**src/rtl/mul_issue_ctrl_pkg.sv**
```systemverilog
// Shared definitions for the multiply issue controller: default widths,
// the 2-bit FSM state encoding and the latency-timer sizing helper.
package mul_issue_ctrl_pkg;

    localparam int DATA_WIDTH  = 32;
    localparam int TAG_WIDTH   = 5;
    localparam int OPCNT_WIDTH = 16;
    localparam int MUL_LATENCY = 1;

    typedef enum logic [1:0] {
        ST_IDLE  = 2'd0,
        ST_ISSUE = 2'd1,
        ST_WAIT  = 2'd2,
        ST_DONE  = 2'd3
    } mic_state_e;

    // Narrowest counter that can hold the value LATENCY.
    function automatic int timer_width(input int latency);
        int w;
        w = $clog2(latency + 1);
        return (w < 1) ? 1 : w;
    endfunction

endpackage

```
**src/rtl/mul_issue_ctrl_timer.sv**
```systemverilog
// Latency down-counter: loaded with LATENCY, decremented while waiting;
// o_last flags the cycle whose closing edge brings the count to zero.
module mul_issue_ctrl_timer
    import mul_issue_ctrl_pkg::*;
#(
    parameter int LATENCY = MUL_LATENCY
) (
    input  logic i_clock,
    input  logic i_reset,
    input  logic i_clear,
    input  logic i_load,
    input  logic i_dec,
    output logic o_last
);

    localparam int TW = timer_width(LATENCY);
    localparam logic [TW-1:0] LOAD_VAL = TW'(LATENCY);

    logic [TW-1:0] r_count;

    always_ff @(posedge i_clock) begin
        if (i_reset || i_clear) begin
            r_count <= '0;
        end else if (i_load) begin
            r_count <= LOAD_VAL;
        end else if (i_dec && (r_count != '0)) begin
            r_count <= r_count - TW'(1);
        end
    end

    assign o_last = (r_count == TW'(1));

endmodule

```
**src/rtl/mul_issue_ctrl.sv**
```systemverilog
// Issue controller in front of the fixed-latency multiplier: one op in
// flight, registered enable/operands, result held for writeback under backpressure.
//
//  state | meaning
//  IDLE  | no op in flight, ready for a request
//  ISSUE | mul_enable high for this single cycle with latched operands
//  WAIT  | latency timer running; product captured as it expires
//  DONE  | product + tag presented to writeback until handshake
module mul_issue_ctrl
    import mul_issue_ctrl_pkg::*;
#(
    parameter int WIDTH   = DATA_WIDTH,
    parameter int TAG_W   = TAG_WIDTH,
    parameter int LATENCY = MUL_LATENCY,
    parameter int CNT_W   = OPCNT_WIDTH
) (
    input  logic             i_clock,
    input  logic             i_reset,
    input  logic             i_req_valid,
    output logic             o_req_ready,
    input  logic [WIDTH-1:0] i_req_op1,
    input  logic [WIDTH-1:0] i_req_op2,
    input  logic [TAG_W-1:0] i_req_tag,
    input  logic             i_flush,
    output logic             o_mul_enable,
    output logic [WIDTH-1:0] o_mul_op1,
    output logic [WIDTH-1:0] o_mul_op2,
    input  logic [WIDTH-1:0] i_mul_result,
    output logic             o_wb_valid,
    input  logic             i_wb_ready,
    output logic [WIDTH-1:0] o_wb_data,
    output logic [TAG_W-1:0] o_wb_tag,
    output logic             o_busy,
    output logic [CNT_W-1:0] o_op_count
);

    generate
        if (LATENCY < 1) begin : g_bad_latency
            $error("mul_issue_ctrl: LATENCY must be at least 1");
        end
    endgenerate

    mic_state_e       r_state;
    mic_state_e       w_next_state;
    logic             r_mul_enable;
    logic [WIDTH-1:0] r_mul_op1;
    logic [WIDTH-1:0] r_mul_op2;
    logic [TAG_W-1:0] r_tag_pend;
    logic [WIDTH-1:0] r_wb_data;
    logic [TAG_W-1:0] r_wb_tag;
    logic [CNT_W-1:0] r_op_count;

    logic w_req_ready;
    logic w_accept;
    logic w_wb_hs;
    logic w_tmr_load;
    logic w_tmr_dec;
    logic w_tmr_last;
    logic w_capture;

    // Flush beats everything: no accept and no handshake in a flush cycle.
    assign w_req_ready = !i_flush &&
                         ((r_state == ST_IDLE) || ((r_state == ST_DONE) && i_wb_ready));
    assign w_accept    = i_req_valid && w_req_ready;
    assign w_wb_hs     = (r_state == ST_DONE) && i_wb_ready && !i_flush;

    mul_issue_ctrl_timer #(
        .LATENCY (LATENCY)
    ) u_timer (
        .i_clock (i_clock),
        .i_reset (i_reset),
        .i_clear (i_flush),
        .i_load  (w_tmr_load),
        .i_dec   (w_tmr_dec),
        .o_last  (w_tmr_last)
    );

    always_comb begin
        w_next_state = r_state;
        w_tmr_load   = 1'b0;
        w_tmr_dec    = 1'b0;
        w_capture    = 1'b0;
        case (r_state)
            ST_IDLE: begin
                if (w_accept) w_next_state = ST_ISSUE;
            end
            ST_ISSUE: begin
                w_tmr_load   = 1'b1;
                w_next_state = ST_WAIT;
            end
            ST_WAIT: begin
                w_tmr_dec = 1'b1;
                if (w_tmr_last) begin
                    w_capture    = 1'b1;
                    w_next_state = ST_DONE;
                end
            end
            ST_DONE: begin
                if (i_wb_ready) w_next_state = w_accept ? ST_ISSUE : ST_IDLE;
            end
            default: w_next_state = ST_IDLE;
        endcase
        if (i_flush) begin
            w_next_state = ST_IDLE;
            w_tmr_load   = 1'b0;
            w_tmr_dec    = 1'b0;
            w_capture    = 1'b0;
        end
    end

    always_ff @(posedge i_clock) begin
        if (i_reset) begin
            r_state      <= ST_IDLE;
            r_mul_enable <= 1'b0;
            r_mul_op1    <= '0;
            r_mul_op2    <= '0;
            r_tag_pend   <= '0;
            r_wb_data    <= '0;
            r_wb_tag     <= '0;
            r_op_count   <= '0;
        end else begin
            r_state      <= w_next_state;
            // Enable is high exactly for the ISSUE cycle.
            r_mul_enable <= (w_next_state == ST_ISSUE);
            if (w_accept) begin
                r_mul_op1  <= i_req_op1;
                r_mul_op2  <= i_req_op2;
                r_tag_pend <= i_req_tag;
            end
            // Tag moves to the writeback register with the product so it stays
            // paired with wb_data even while a new request is being latched.
            if (w_capture) begin
                r_wb_data <= i_mul_result;
                r_wb_tag  <= r_tag_pend;
            end
            if (w_wb_hs) begin
                r_op_count <= r_op_count + CNT_W'(1);
            end
        end
    end

    assign o_req_ready  = w_req_ready;
    assign o_mul_enable = r_mul_enable;
    assign o_mul_op1    = r_mul_op1;
    assign o_mul_op2    = r_mul_op2;
    assign o_wb_valid   = (r_state == ST_DONE);
    assign o_wb_data    = r_wb_data;
    assign o_wb_tag     = r_wb_tag;
    assign o_busy       = (r_state != ST_IDLE);
    assign o_op_count   = r_op_count;

endmodule

```
**config.mk**
```make
export PLATFORM = sky130hd
export DESIGN_NAME = mul_issue_ctrl
export DESIGN_NICKNAME = d
export VERILOG_FILES = /design/src/rtl/mul_issue_ctrl_pkg.sv /design/src/rtl/mul_issue_ctrl_timer.sv /design/src/rtl/mul_issue_ctrl.sv
export SDC_FILE = /design/constraint.sdc
export NUM_CORES = 1
export LEC_CHECK = 0
export CELL_PAD_IN_SITES_DETAIL_PLACEMENT = 1
export CELL_PAD_IN_SITES_GLOBAL_PLACEMENT = 1
export CORE_AREA = 2 2 131 133
export CTS_CLUSTER_SIZE = 14
export DETAILED_ROUTE_END_ITERATION = 8
export DIE_AREA = 0 0 133 135
export PLACE_DENSITY = 0.91
export SLEW_MARGIN = 15
export SYNTH_ARGS = -nofsm -noshare
export SYNTH_HDL_FRONTEND = slang
export SYNTH_SLANG_ARGS = --single-unit
```
**constraint.sdc**
```tcl
create_clock -name i_clock -period 2.2 [get_ports i_clock]
set_input_delay 0.44 -clock i_clock [delete_from_list [all_inputs] [get_ports i_clock]]
set_output_delay 0.44 -clock i_clock [all_outputs]
set_load 0.005 [all_outputs]
```
==> impl_results.md, run 1 <==
- Outcome: finished clean
- Num CTS Buffers: 17
- Final antenna-violating net count: 0
- Fin Hold WS: 0.452 ns
- Commonest non-fill, non-tap cell in the layout: clkdlybuf4s50_1
- Antenna cells: 0
- Slew @ Worst Pin: 0.544 ns
- Core area: 16400 sq um
- Area of the die: 18000 sq um
- Fraction of layout cells with a size suffix above 1: 7.68%
- Root buffer cell: clkbuf_16
- Setup CP Type: register to output pin
- Initial antenna violation count: 0
- Synth warn: 0
- Pin count of the biggest net entering global routing: 46
- I/O pin cnt: 227
- Final cycle utilization of the critical path: 93.2%
- Clk Latency, worst-skew pair: 0.41 ns
- Number of synthesized register bits: 126
- Remaining DRCs: 0
- Post-layout nets: 901
- # fillers: 1901
- Delay-heaviest family, CP: buffers and inverters
- Total grt overflow: 0
- Global Route met1 Usage: 18.4%
- GRT Util Overall: 18.0%
- Area Growth Syn to Fin: 71.1%
- Busiest grt layer: met2
- Arr. time, crit path: 1.61 ns
- Area share of the largest cell type after synthesis: 55.4%
- M3 GR Usage: 7.39%
- CP max stage cell: clkdlybuf4s50_1
- Final clock skew: 0.00736 ns
- DRT Pass-1 Iters: 6
- Worst path buffer plus inverter count: 2
- Final Hold Fails: 0
- Tmin final: 2.05 ns
- Critical Path, Cell by Cell: nor2_2 > inv_1 > clkdlybuf4s50_1
- Netlist Area Pre-Place: 4550 sq um
- Worst Hold Class: register to register
- Initial Util: 27.8%
- Post-DP HPWL: 11.6 mm
- Pleak: 2.73 nW
- Post-synth cell types: 35
- Relative slew slack: 63.7%
- Global placement routability congestion: 0.763
- Vias in the first global route: 5000
- Clk slew on worst S/H paths: 0.06 ns
- Global-route wire length before repair: 25.4 mm
- DIE WIDTH: 133 microns
- Post-CTS Hold Buffers: 0
- Crit end category: output pin
- Most frequent cells in the layout: clkdlybuf4s50_1 (223), nand2_1 (219), dfxtp_1 (124)
- VDD IR max: 0.000490 V
- GRT met2 Usage: 32.9%
- Vias per inst: 4.63
- RSZ-0062 raised after global routing: false
- Maximum root-to-sink buffer count: 2
- CP Launch Type: register
- Syn Area/Cell: 8.02 sq um
- Port bufs: 226
- PwrDens: 733 nW/um^2
- Worst Path Max Fanout: 6
- Average wire per standard cell: 15.5 microns
- Syn Inst Count: 568
- Total vias in the final route: 4758
- Postcts setup bufs: 0
- Register area share after synthesis: 55.4%
- Power, Total: 0.00571 W
- Data required time of the worst path: 1.76 ns
- Max_cap viols: 0
- Die H: 135 microns
- CTS sink cnt: 126
- Setup Viol. Count Final: 0
- Top cell type by total area after synthesis: dfxtp_1
- Row count: 47
- Post-Syn Nets: 675
- Worst path max stage delay: 0.59 ns
- Final wirelength: 16.0 mm
- H-tree levels: 4
- Achievable Freq: 488 MHz
- Max Slew Vio Count: 0
- DR iter-0 viols: 168
- Ranking of synthesized cells by area: dfxtp_1 (55%), nand2_1 (18%), a21oi_1 (13%), clkbuf_1 (2.7%), xor2_1 (1.2%)
- CTS tree: yes
## timing repair
| action | CTS | global route |
|---|---|---|
| endpoints found under the setup margin | 2 | 1 |
| pin swaps | 0 | 0 |
| resized for setup | 3 | 2 |
## worst register-to-register path, cell delays in order, from the launching register on
cell	delay [ns]
dfxtp_1	0.44
nand4_1	0.16
or4_4	0.56
buf_4	0.16
o21ai_0	0.21
a21oi_1	0.09
## per-layer routing
layer,vias to the layer above,wire length [microns],share of wire [%]
met4,0,331,2.1
met2,143,8300,52
met3,24,1290,8.0
li1,2309,-,-
met1,2282,6050,38
met5,-,0,0
## sequential cells by signal (all words and copies together) (netlist names)
register / flops
r_tag_pend: 5
o_mul_op2: 32
o_mul_op1: 32
o_wb_tag: 5
o_op_count: 16
r_state: 2
u_timer.o_last: 1
o_mul_enable: 1
o_wb_data: 32
## final timing paths
| check | start | end | slack [ns] | cells after the start |
|---|---|---|---|---|
| max | r_state[0] | o_busy | 0.15 | 3 |
| max reg2reg | o_op_count[3] | o_op_count[15] | 0.46 | 5 |
| min | r_tag_pend[2] | o_wb_tag[2] | 0.45 | 2 |
| min reg2reg | r_tag_pend[2] | o_wb_tag[2] | 0.45 | 2 |
## metrics by stage
step / setup TNS [ns] / area (sq um) / util [%] / cells / worst slack (ns)
finish: 0 / 7790 / 47.5 / 1027 / 0.149
CTS: 0 / 7790 / 47.5 / 1027 / 0.0184
global placement: -0.307 / 7200 / 43.9 / 995 / -0.190
floorplan: 0 / 4550 / - / 568 / 0.365
detailed placement: -0.384 / 7200 / 43.9 / 995 / -0.161
global route: 0 / 7790 / 47.5 / 1027 / 0.0720
## Yosys cell counts (all sizes together)
master  instances
and2            2
a21o            1
nand4b          1
a31oi           1
nand3           8
xnor2           3
or2             1
nand4           4
clkbuf         33
inv             2
nor3            3
or4b            1
dfxtp         126
nand2b          1
or3             5
a21oi         116
and3            2
nor4b           2
nor3b           1
and4            1
maj3            1
xor2            6
and4b           1
nor2           11
or4             2
nand2         219
o21ai           6
buf             6
o31ai           1
ha              1
## power by group
part	switching (W)	internal, W	total (W)	leakage, nW
Sequential	0.0000330	0.00235	0.00238	1.02
Clock	0.00106	0.00173	0.00279	0.278
Combinational	0.000208	0.000334	0.000541	1.43
Total	0.00130	0.00441	0.00571	2.73
## cells by family after synthesis
group                      synth area share (%)
and+or+nand+nor                            24.7
DFF                                        55.4
AOI/OAI and AO/OA                          14.0
buffers and inverters                      3.74
xor gates and xnor gates                   1.73
adders and majority gates                 0.495
## layout make-up
type                       count  area, sq um  area share (%)
sequential                   126         2520            32.4
multi-input combinational    401         1870            24.0
timing repair buffer         246         2520            32.3
clock buffer                  19          453            5.81
clock inverter                13          139            1.78
tap                          220          275            3.53
inverter                       2         7.51          0.0964
Power figures use the tool's default switching activity.
==> run 2, diff against run 1 <==
--- a/config.mk
+++ b/config.mk
@@ -11,6 +11,7 @@
 export CTS_CLUSTER_SIZE = 14
 export DETAILED_ROUTE_END_ITERATION = 8
 export DIE_AREA = 0 0 133 135
+export HOLD_SLACK_MARGIN = 0.03
 export PLACE_DENSITY = 0.91
 export SLEW_MARGIN = 15
 export SYNTH_ARGS = -nofsm -noshare
==> results of run 2 <==
No change in the layout: final DEF, timing and power equal those of run 1.
==> run 3, diff against run 2 <==
--- a/config.mk
+++ b/config.mk
@@ -12,6 +12,7 @@
 export DETAILED_ROUTE_END_ITERATION = 8
 export DIE_AREA = 0 0 133 135
 export HOLD_SLACK_MARGIN = 0.03
+export MAX_ROUTING_LAYER = met4
 export PLACE_DENSITY = 0.91
 export SLEW_MARGIN = 15
 export SYNTH_ARGS = -nofsm -noshare
==> run 3 against run 2 <==
  * Hold slack improved by 0.0012 ns
  * Cell count did not move
  * Highest routed layer unchanged
  * Critical endpoint unchanged
  * Count of clock-buffer cells in the layout did not move
  * Via count fell by 0.59%
  * Critical path type unchanged
  * Design area did not move
==> impl_results.md, run 3 (synthesis results as in run 1) <==
- Crit end category: output pin
- Remaining DRCs: 0
- CTS tree: yes
- Total vias in the final route: 4730
- Post-DP HPWL: 11.6 mm
- Setup CP Type: register to output pin
- Post-layout nets: 901
- Max_cap viols: 0
- Commonest non-fill, non-tap cell in the layout: clkdlybuf4s50_1
- Net Sw Power: 0.00130 W
- Sequential power share: 41.6%
- Total grt overflow: 0
- Outcome: finished clean
- CP startpoint: r_state[0]
- Final clock skew: 0.00979 ns
- Final Hold Fails: 0
- Achievable Freq: 490 MHz
- Data required time of the worst path: 1.76 ns
- DIE WIDTH: 133 microns
- Clk slew on worst S/H paths: 0.06 ns
- Core area: 16400 sq um
- Fraction of layout cells with a size suffix above 1: 7.68%
- Slew @ Worst Pin: 0.545 ns
- Int Power: 0.00441 W
- Final wirelength: 16.0 mm
- Worst Path Max Fanout: 6
- Critical R2R Capture: o_op_count[15]
- Fin Hold WS: 0.454 ns
- Postcts setup bufs: 0
- Initial antenna violation count: 0
- Vias per inst: 4.61
- Port bufs: 226
- Critical R2R Launch: o_op_count[3]
- Initial Util: 27.8%
- Post-DP Area: 7200 sq um
- Global placement routability congestion: 0.773
- Worst Hold Path EP: o_wb_data[8]
- Area of the die: 18000 sq um
- Vias in the first global route: 4987
- Clk pwr share: 48.9%
- Num CTS Buffers: 17
- Die H: 135 microns
- Area Growth Syn to Fin: 71.1%
- Arr. time, crit path: 1.60 ns
- Tmin final: 2.04 ns
- R2R Setup Slk: 0.47 ns
- Power, Total: 0.00571 W
- CTS sink cnt: 126
- Pin count of the biggest net entering global routing: 46
- RSZ-0062 raised after global routing: false
- DR iter-0 viols: 158
- Comb power frac: 9.5%
- I/O pin cnt: 227
- Cells on Worst Hold Path: 2
- R2r worst-path depth: 5
- Most frequent cells in the layout: clkdlybuf4s50_1 (223), nand2_1 (219), dfxtp_1 (124)
- CP Launch Type: register
- Row count: 47
- PwrDens: 733 nW/um^2
- Average wire per standard cell: 15.5 microns
- Clk Latency, worst-skew pair: 0.41 ns
- Worst Hold Class: register to register
- Root buffer cell: clkbuf_16
- Pleak: 2.73 nW
- Max Slew Vio Count: 0
- Setup Viol. Count Final: 0
- Antenna cells: 0
- Relative slew slack: 63.7%
- VDD IR max: 0.000486 V
- Sw frac: 22.8%
- DRT Pass-1 Iters: 4
- GRT Util Overall: 18.5%
- H-tree levels: 4
- Final cycle utilization of the critical path: 92.7%
- Hold_sp: o_wb_data[8]
- Global-route wire length before repair: 25.3 mm
- # fillers: 1901
- Post-route cell area: 7790 sq um
- Final antenna-violating net count: 0
- Maximum root-to-sink buffer count: 2
==> run 3: cell counts in the layout (fill, tap and decap cells not counted) <==
Identical to the previous run, type by type.
==> run 3: cell type report <==
cell class                 instances  area, sq um  area share, %
timing repair buffer             246         2520           32.3
clock buffer                      19          453           5.81
clock inverter                    13          139           1.78
tap                              220          275           3.53
inverter                           2         7.51         0.0964
multi-input combinational        401         1870           24.0
sequential                       126         2520           32.4
==> run 3: how the worst max path moves through the flow <==
| stage | to | slack, ns | cells after the start |
|---|---|---|---|
| after floorplan | o_op_count[15] | 0.37 | 5 |
| after global placement | o_req_ready | -0.19 | 4 |
| after detailed placement | o_req_ready | -0.16 | 4 |
| after CTS | o_busy | 0.02 | 3 |
| after global routing | o_busy | 0.07 | 3 |
| final | o_busy | 0.16 | 3 |
==> run 3: power by group through the flow <==
stage | Combinational [W] | Clock [W] | Sequential, W
2_1_floorplan | 0.000153 | 0 | 0.00243
3_5_place_dp | 0.000548 | 0 | 0.00243
6_report | 0.000542 | 0.00279 | 0.00238
5_1_grt | 0.000591 | 0.00298 | 0.00239
3_3_place_gp | 0.000538 | 0 | 0.00242
4_1_cts | 0.000551 | 0.00288 | 0.00238
==> run 3: stage by stage <==
step,cells,setup TNS [ns],worst slack [ns],utilization [%]
6_report,1027,0,0.160,47.5
5_1_grt,1027,0,0.0728,47.5
4_1_cts,1027,0,0.0184,47.5
3_5_place_dp,995,-0.384,-0.161,43.9
3_3_place_gp,995,-0.307,-0.190,43.9
2_1_floorplan,568,0,0.365,-
==> run 3: worst max-delay path: stages, from the launching register on <==
cell and delay [ns]:
dfxtp_2 0.40, nor2_2 0.08, inv_1 0.14, clkdlybuf4s50_1 0.58
==> run 3: what timing repair did <==
action                                  in CTS  in global routing
endpoints found under the setup margin       2                  1
pin swaps                                    0                  0
resized for setup                            3                  2
hold buffers                                 0                  0
endpoints found under the hold margin        0                  0
==> run 3: per-layer routing <==
metal  global-route usage [%]  vias to the layer above  part of all wire, %
met5                        -                        -                    0
met4                     6.45                        0                  1.9
met3                     6.04                       18                  6.5
met2                     33.0                      142                   52
met1                     19.1                     2260                   39
li1                         -                     2310                    -
==> RTL change 1, RTL diff (settings of run 2) <==
`OPCNT_WIDTH`: 16 -> 20.
--- a/src/rtl/mul_issue_ctrl_pkg.sv
+++ b/src/rtl/mul_issue_ctrl_pkg.sv
@@ -5,5 +5,5 @@
     localparam int DATA_WIDTH  = 32;
     localparam int TAG_WIDTH   = 5;
-    localparam int OPCNT_WIDTH = 16;
+    localparam int OPCNT_WIDTH = 20;
     localparam int MUL_LATENCY = 1;
 
Ports: changed (resized o_op_count); port bits go from 227 to 231. The function was not compared with the original's and may differ.
==> RTL change 1 against run 2 <==
  * Setup slack got worse by 0.071 ns
  * Routed wire length up 3.6%
  * Largest power group unchanged
  * Clock power rose by 3%
  * Cell area increased by 2.3%
  * First-iteration DRC count rose by 20%
  * Sequential cell count grew 4
  * Synthesized cell count up 3.9%
  * Area after synthesis rose by 4.1%
  * Total power up 2.4%
  * Combinational power down 2%
  * Critical endpoint is now o_req_ready
  * Critical path depth grew 1
==> RTL change 1: results (changes against run 2) <==
- The worst supply voltage drop on vdd is 0.454 mV (-7.4%).
- The slew at the pin closest to its max-slew limit is 0.313 ns (-0.231 ns).
- The startpoint identified for the worst hold timing path is i_reset.
- The post-layout net count was 921 (+2.2%).
- The setup clock skew after layout is 0.00626 ns (-0.00110 ns).
- The maximum number of pins on one net before global-route repair is 60 (+30%).
- The fraction of met2 tracks used by global routing is 32.4% (-0.49 points).
- The wire length on met1 came to 6.66 mm (+10%).
- The overall routed net length came to 16.5 mm (+3.6%).
- The arrival time reported for the critical path endpoint was 1.68 ns (+0.07 ns).
- The global-route wire length before repair is 26.1 mm (+3.1%).
- The combinational power came to 528 uW (-2%).
- The number of detailed-routing iterations run before antenna repair is 4 (-2).
- The worst hold path terminates at o_op_count[8].
- The combinational share of power is 9.0% (-0.5 points).
- The total routing usage reported by global routing is 18.3% (+0.35 points).
- The worst hold slack is 0.412 ns (-0.0401 ns).
- Sorting the synthesized cells by area gives the leading types as sky130_fd_sc_hd__dfxtp_1 (55%), sky130_fd_sc_hd__nand2_1 (17%), sky130_fd_sc_hd__a21oi_1 (12%).
- Ranked by instance count, the synthesized netlist is headed by sky130_fd_sc_hd__nand2_1 (218), sky130_fd_sc_hd__dfxtp_1 (130), sky130_fd_sc_hd__a21oi_1 (116), sky130_fd_sc_hd__clkbuf_1 (31), sky130_fd_sc_hd__nor2_1 (16).
- The fraction of layout cells with a size suffix above 1 is 6.89% (-0.79 points).
- The cell area after placement came to 7360 um2 (+2.2%).
- The routing usage on met3 came to 6.61% (-0.79 points).
- The total vias in the final route is 4864 (+2.2%).
- The violation count after the first detailed-routing iteration came to 201 (+20%).
- The count of buffers inserted at the top-level ports is 230 (+1.8%).
- The share of the yosys chip area belonging to registers is 54.9% (-0.52 points).
- The number of gates resized after cts was 4 (+1).
- The origin of the worst setup path is i_flush.
- The final-layout fill cell count is 1877 (-1.3%).
- The met3 routed wirelength is 1.25 mm (-2.9%).
- The flop-to-flop setup slack came to 0.25 ns (-0.21 ns).
- The run finished with clean final reports.
- The mean instance size in the synthesized netlist is 8.04 um2 (+0.27%).
- The critical register-to-register path endpoint is o_op_count[19].
- The number of non-filler instances in the completed layout is 1047 (+1.9%).
- The final critical delay including setup and external delays is 2.12 ns (+0.0708 ns).
- The cell leakage power was 2.77 nW (+1.3%).
- The class of the most critical hold timing path is in2reg.
- The via count of the first global-routing pass was 5204 (+4.1%).
- The delay of the slowest cell on the worst path came to 0.52 ns (-0.07 ns).
- The half-perimeter wire length after placement is 11.8 mm (+1.1%).
- The number of nets in the synthesized netlist is 697 (+3.3%).
==> RTL change 1: changes by cell type after synthesis, sizes merged, moves of 3 or more <==
cell and change:
xnor2 +6, xor2 -4, nor4 +4, inv +3
buf +3, nor2 +5, dfxtp +4
==> RTL change 1: cell families (layout without fill, tap and decap cells) <==
kind of cell	count (synthesis)	in the layout	synth area share [%]
adder cells (fa/ha/maj)	2	2	0.475
AO/OA/AOI/OAI	126	126	13.5
AND/OR/NAND/NOR	274	274	24.7
multiplexers	2	2	0.449
flip-flops	130	130	54.9
XOR/XNOR	11	11	2.03
buffers and inverters	45	282	3.93
==> RTL change 1: final cells by class <==
class	count	area, um2	share of cell area, %
flip-flops and latches	130	2610	32.7
clock inverters	10	133	1.66
repair buffers	245	2490	31.2
clock buffers	22	464	5.82
multi-input cells	415	1990	24.9
well taps	220	275	3.45
inverters	5	18.8	0.235
==> RTL change 2, RTL diff (settings of run 2) <==
Without the edit above. The 4 states of `mic_state_e` get a one-hot encoding in 4 bits.
--- a/src/rtl/mul_issue_ctrl_pkg.sv
+++ b/src/rtl/mul_issue_ctrl_pkg.sv
@@ -8,9 +8,9 @@
     localparam int MUL_LATENCY = 1;
 
-    typedef enum logic [1:0] {
-        ST_IDLE  = 2'd0,
-        ST_ISSUE = 2'd1,
-        ST_WAIT  = 2'd2,
-        ST_DONE  = 2'd3
+    typedef enum logic [3:0] {
+        ST_IDLE  = 4'b0001,
+        ST_ISSUE = 4'b0010,
+        ST_WAIT  = 4'b0100,
+        ST_DONE  = 4'b1000
     } mic_state_e;
 
Check against the original RTL: no difference found for any inputs over 10 cycles, from zero or initial values and one cycle with i_reset high; not proved beyond that.
==> RTL change 2 against run 2 <==
  * Global-route usage down 0.21 points
  * Total power down 0.37%
  * Utilization up 0.88 points
  * Setup slack worse by 0.067 ns
  * Routed wire length down 2.9%
  * Cell area up 1.8%
  * Area after synthesis up 4.9%
  * Sequential cell count up 2
==> RTL change 2: results (changes against run 2) <==
- The half-perimeter wire length after placement is 11.4 mm (-1.9%).
- The endpoint of the worst hold path is o_wb_data[11].
- The gate count after technology mapping is 511 (-10%).
- The depth of the most critical reg-to-reg path is 6 (+1).
- The total instance count after detailed placement is 942 (-5.3%).
- The total vias in the final route is 4549 (-4.4%).
- The post-layout net count came to 850 (-5.7%).
- The worst hold slack came to 0.451 ns (-0.00140 ns).
- The maximum number of pins on one net before global-route repair came to 55 (+20%).
- The total routing usage reported by global routing came to 17.7% (-0.21 points).
- The parity-gate share of the synthesized area counting xor and xnor cells came to 1.47% (-0.26 points).
- The number of detailed-routing iterations run before antenna repair came to 4 (-2).
- The flop-to-flop setup slack is 0.28 ns (-0.18 ns).
- The setup clock skew after layout was 0.00915 ns (+0.00179 ns).
- The number of setup buffers added after CTS is 2 (+2).
- The cell area after placement was 7350 um2 (+2.1%).
- The number of gates resized after cts came to 9 (+6).
- The final-layout fill cell count is 1858 (-2.3%).
- The share of the yosys chip area belonging to registers is 53.7% (-1.7 points).
- The global-route wire length before repair is 25.0 mm (-1.5%).
- The routability-driven placement congestion ratio came to 0.755 (-0.98%).
- The sequential group power is 2.43 mW (+2%).
- The worst register-to-register path begins at r_state[0].
- The distinct cell type count after synthesis is 40 (+14%).
- The path class of the tightest hold or removal check is reg2reg.
- The worst supply voltage drop on vdd is 0.482 mV (-1.6%).
- The wire length per cell after detailed routing is 15.9 um (+2.4%).
- The violation count after the first detailed-routing iteration was 128 (-24%).
- The number of nets in the synthesized netlist is 618 (-8.4%).
- The power density of the placed cells is 717 nW/um2 (-2.2%).
- The cell depth of the worst min-delay path is 2 (unchanged).
- The slew at the pin closest to its max-slew limit came to 0.598 ns (+0.0536 ns).
- The arrival time reported for the critical path endpoint is 1.68 ns (+0.07 ns).
- The adder-cell share of the synthesized area is 0.262% (-0.23 points).
- The total internal power is 4.44 mW (+0.66%).
- The fraction of the mapped netlist area in compound gates was 7.21% (-6.8 points).
- The master of the slowest instance on the critical path is sky130_fd_sc_hd__a2111oi_2.
- The final critical delay including setup and external delays is 2.12 ns (+0.0666 ns).
- The setup slack after placement is -0.329 ns (-0.168 ns).
- The delay of the slowest cell on the worst path is 0.38 ns (-0.21 ns).
- By count the netlist is led by sky130_fd_sc_hd__dfxtp_1 (128), sky130_fd_sc_hd__nand2_1 (82), sky130_fd_sc_hd__nor2_1 (81), sky130_fd_sc_hd__mux2i_1 (70), sky130_fd_sc_hd__a21oi_1 (47).
- The largest fanout of any net on the critical path is 4 (-2).
- The termination of the worst setup path is o_req_ready.
- The startpoint identified for the worst hold timing path is o_wb_data[11].
- The run finished with clean final reports.
- The share of cell area taken by muxes after synthesis is 14.7% (+15 points).
- The post-detailed-route via-to-cell ratio came to 4.67 (+0.81%).
- The cell leakage power was 2.89 nW (+5.5%).
- The fraction of layout cells with a size suffix above 1 is 8.09% (+0.41 points).
==> RTL change 2: critical path, delay by kind of cell, from the launching register on <==
kind | cells | cell delay, ns
compound gates | 1 | 0.38
buf+inv | 2 | 0.36
flops | 1 | 0.34
simple gates | 1 | 0.19
==> RTL change 2: final cells by class <==
| type | instances | area, um2 | share of cell area (%) |
|---|---|---|---|
| sequential | 128 | 2560 | 32.3 |
| clock buffer | 20 | 447 | 5.63 |
| multi-input combinational | 343 | 2030 | 25.5 |
| clock inverter | 10 | 115 | 1.45 |
| inverter | 6 | 27.5 | 0.347 |
| tap | 220 | 275 | 3.47 |
| timing repair buffer | 247 | 2480 | 31.2 |
==> RTL change 2: layer usage <==
| layer | vias up | track usage (%) | part of all wire, % |
|---|---|---|---|
| li1 | 2182 | - | - |
| met1 | 2177 | 17.5 | 38 |
| met2 | 162 | 33.0 | 52 |
| met3 | 28 | 6.79 | 7.7 |
| met4 | 0 | 7.95 | 2.2 |
| met5 | - | 0 | 0 |
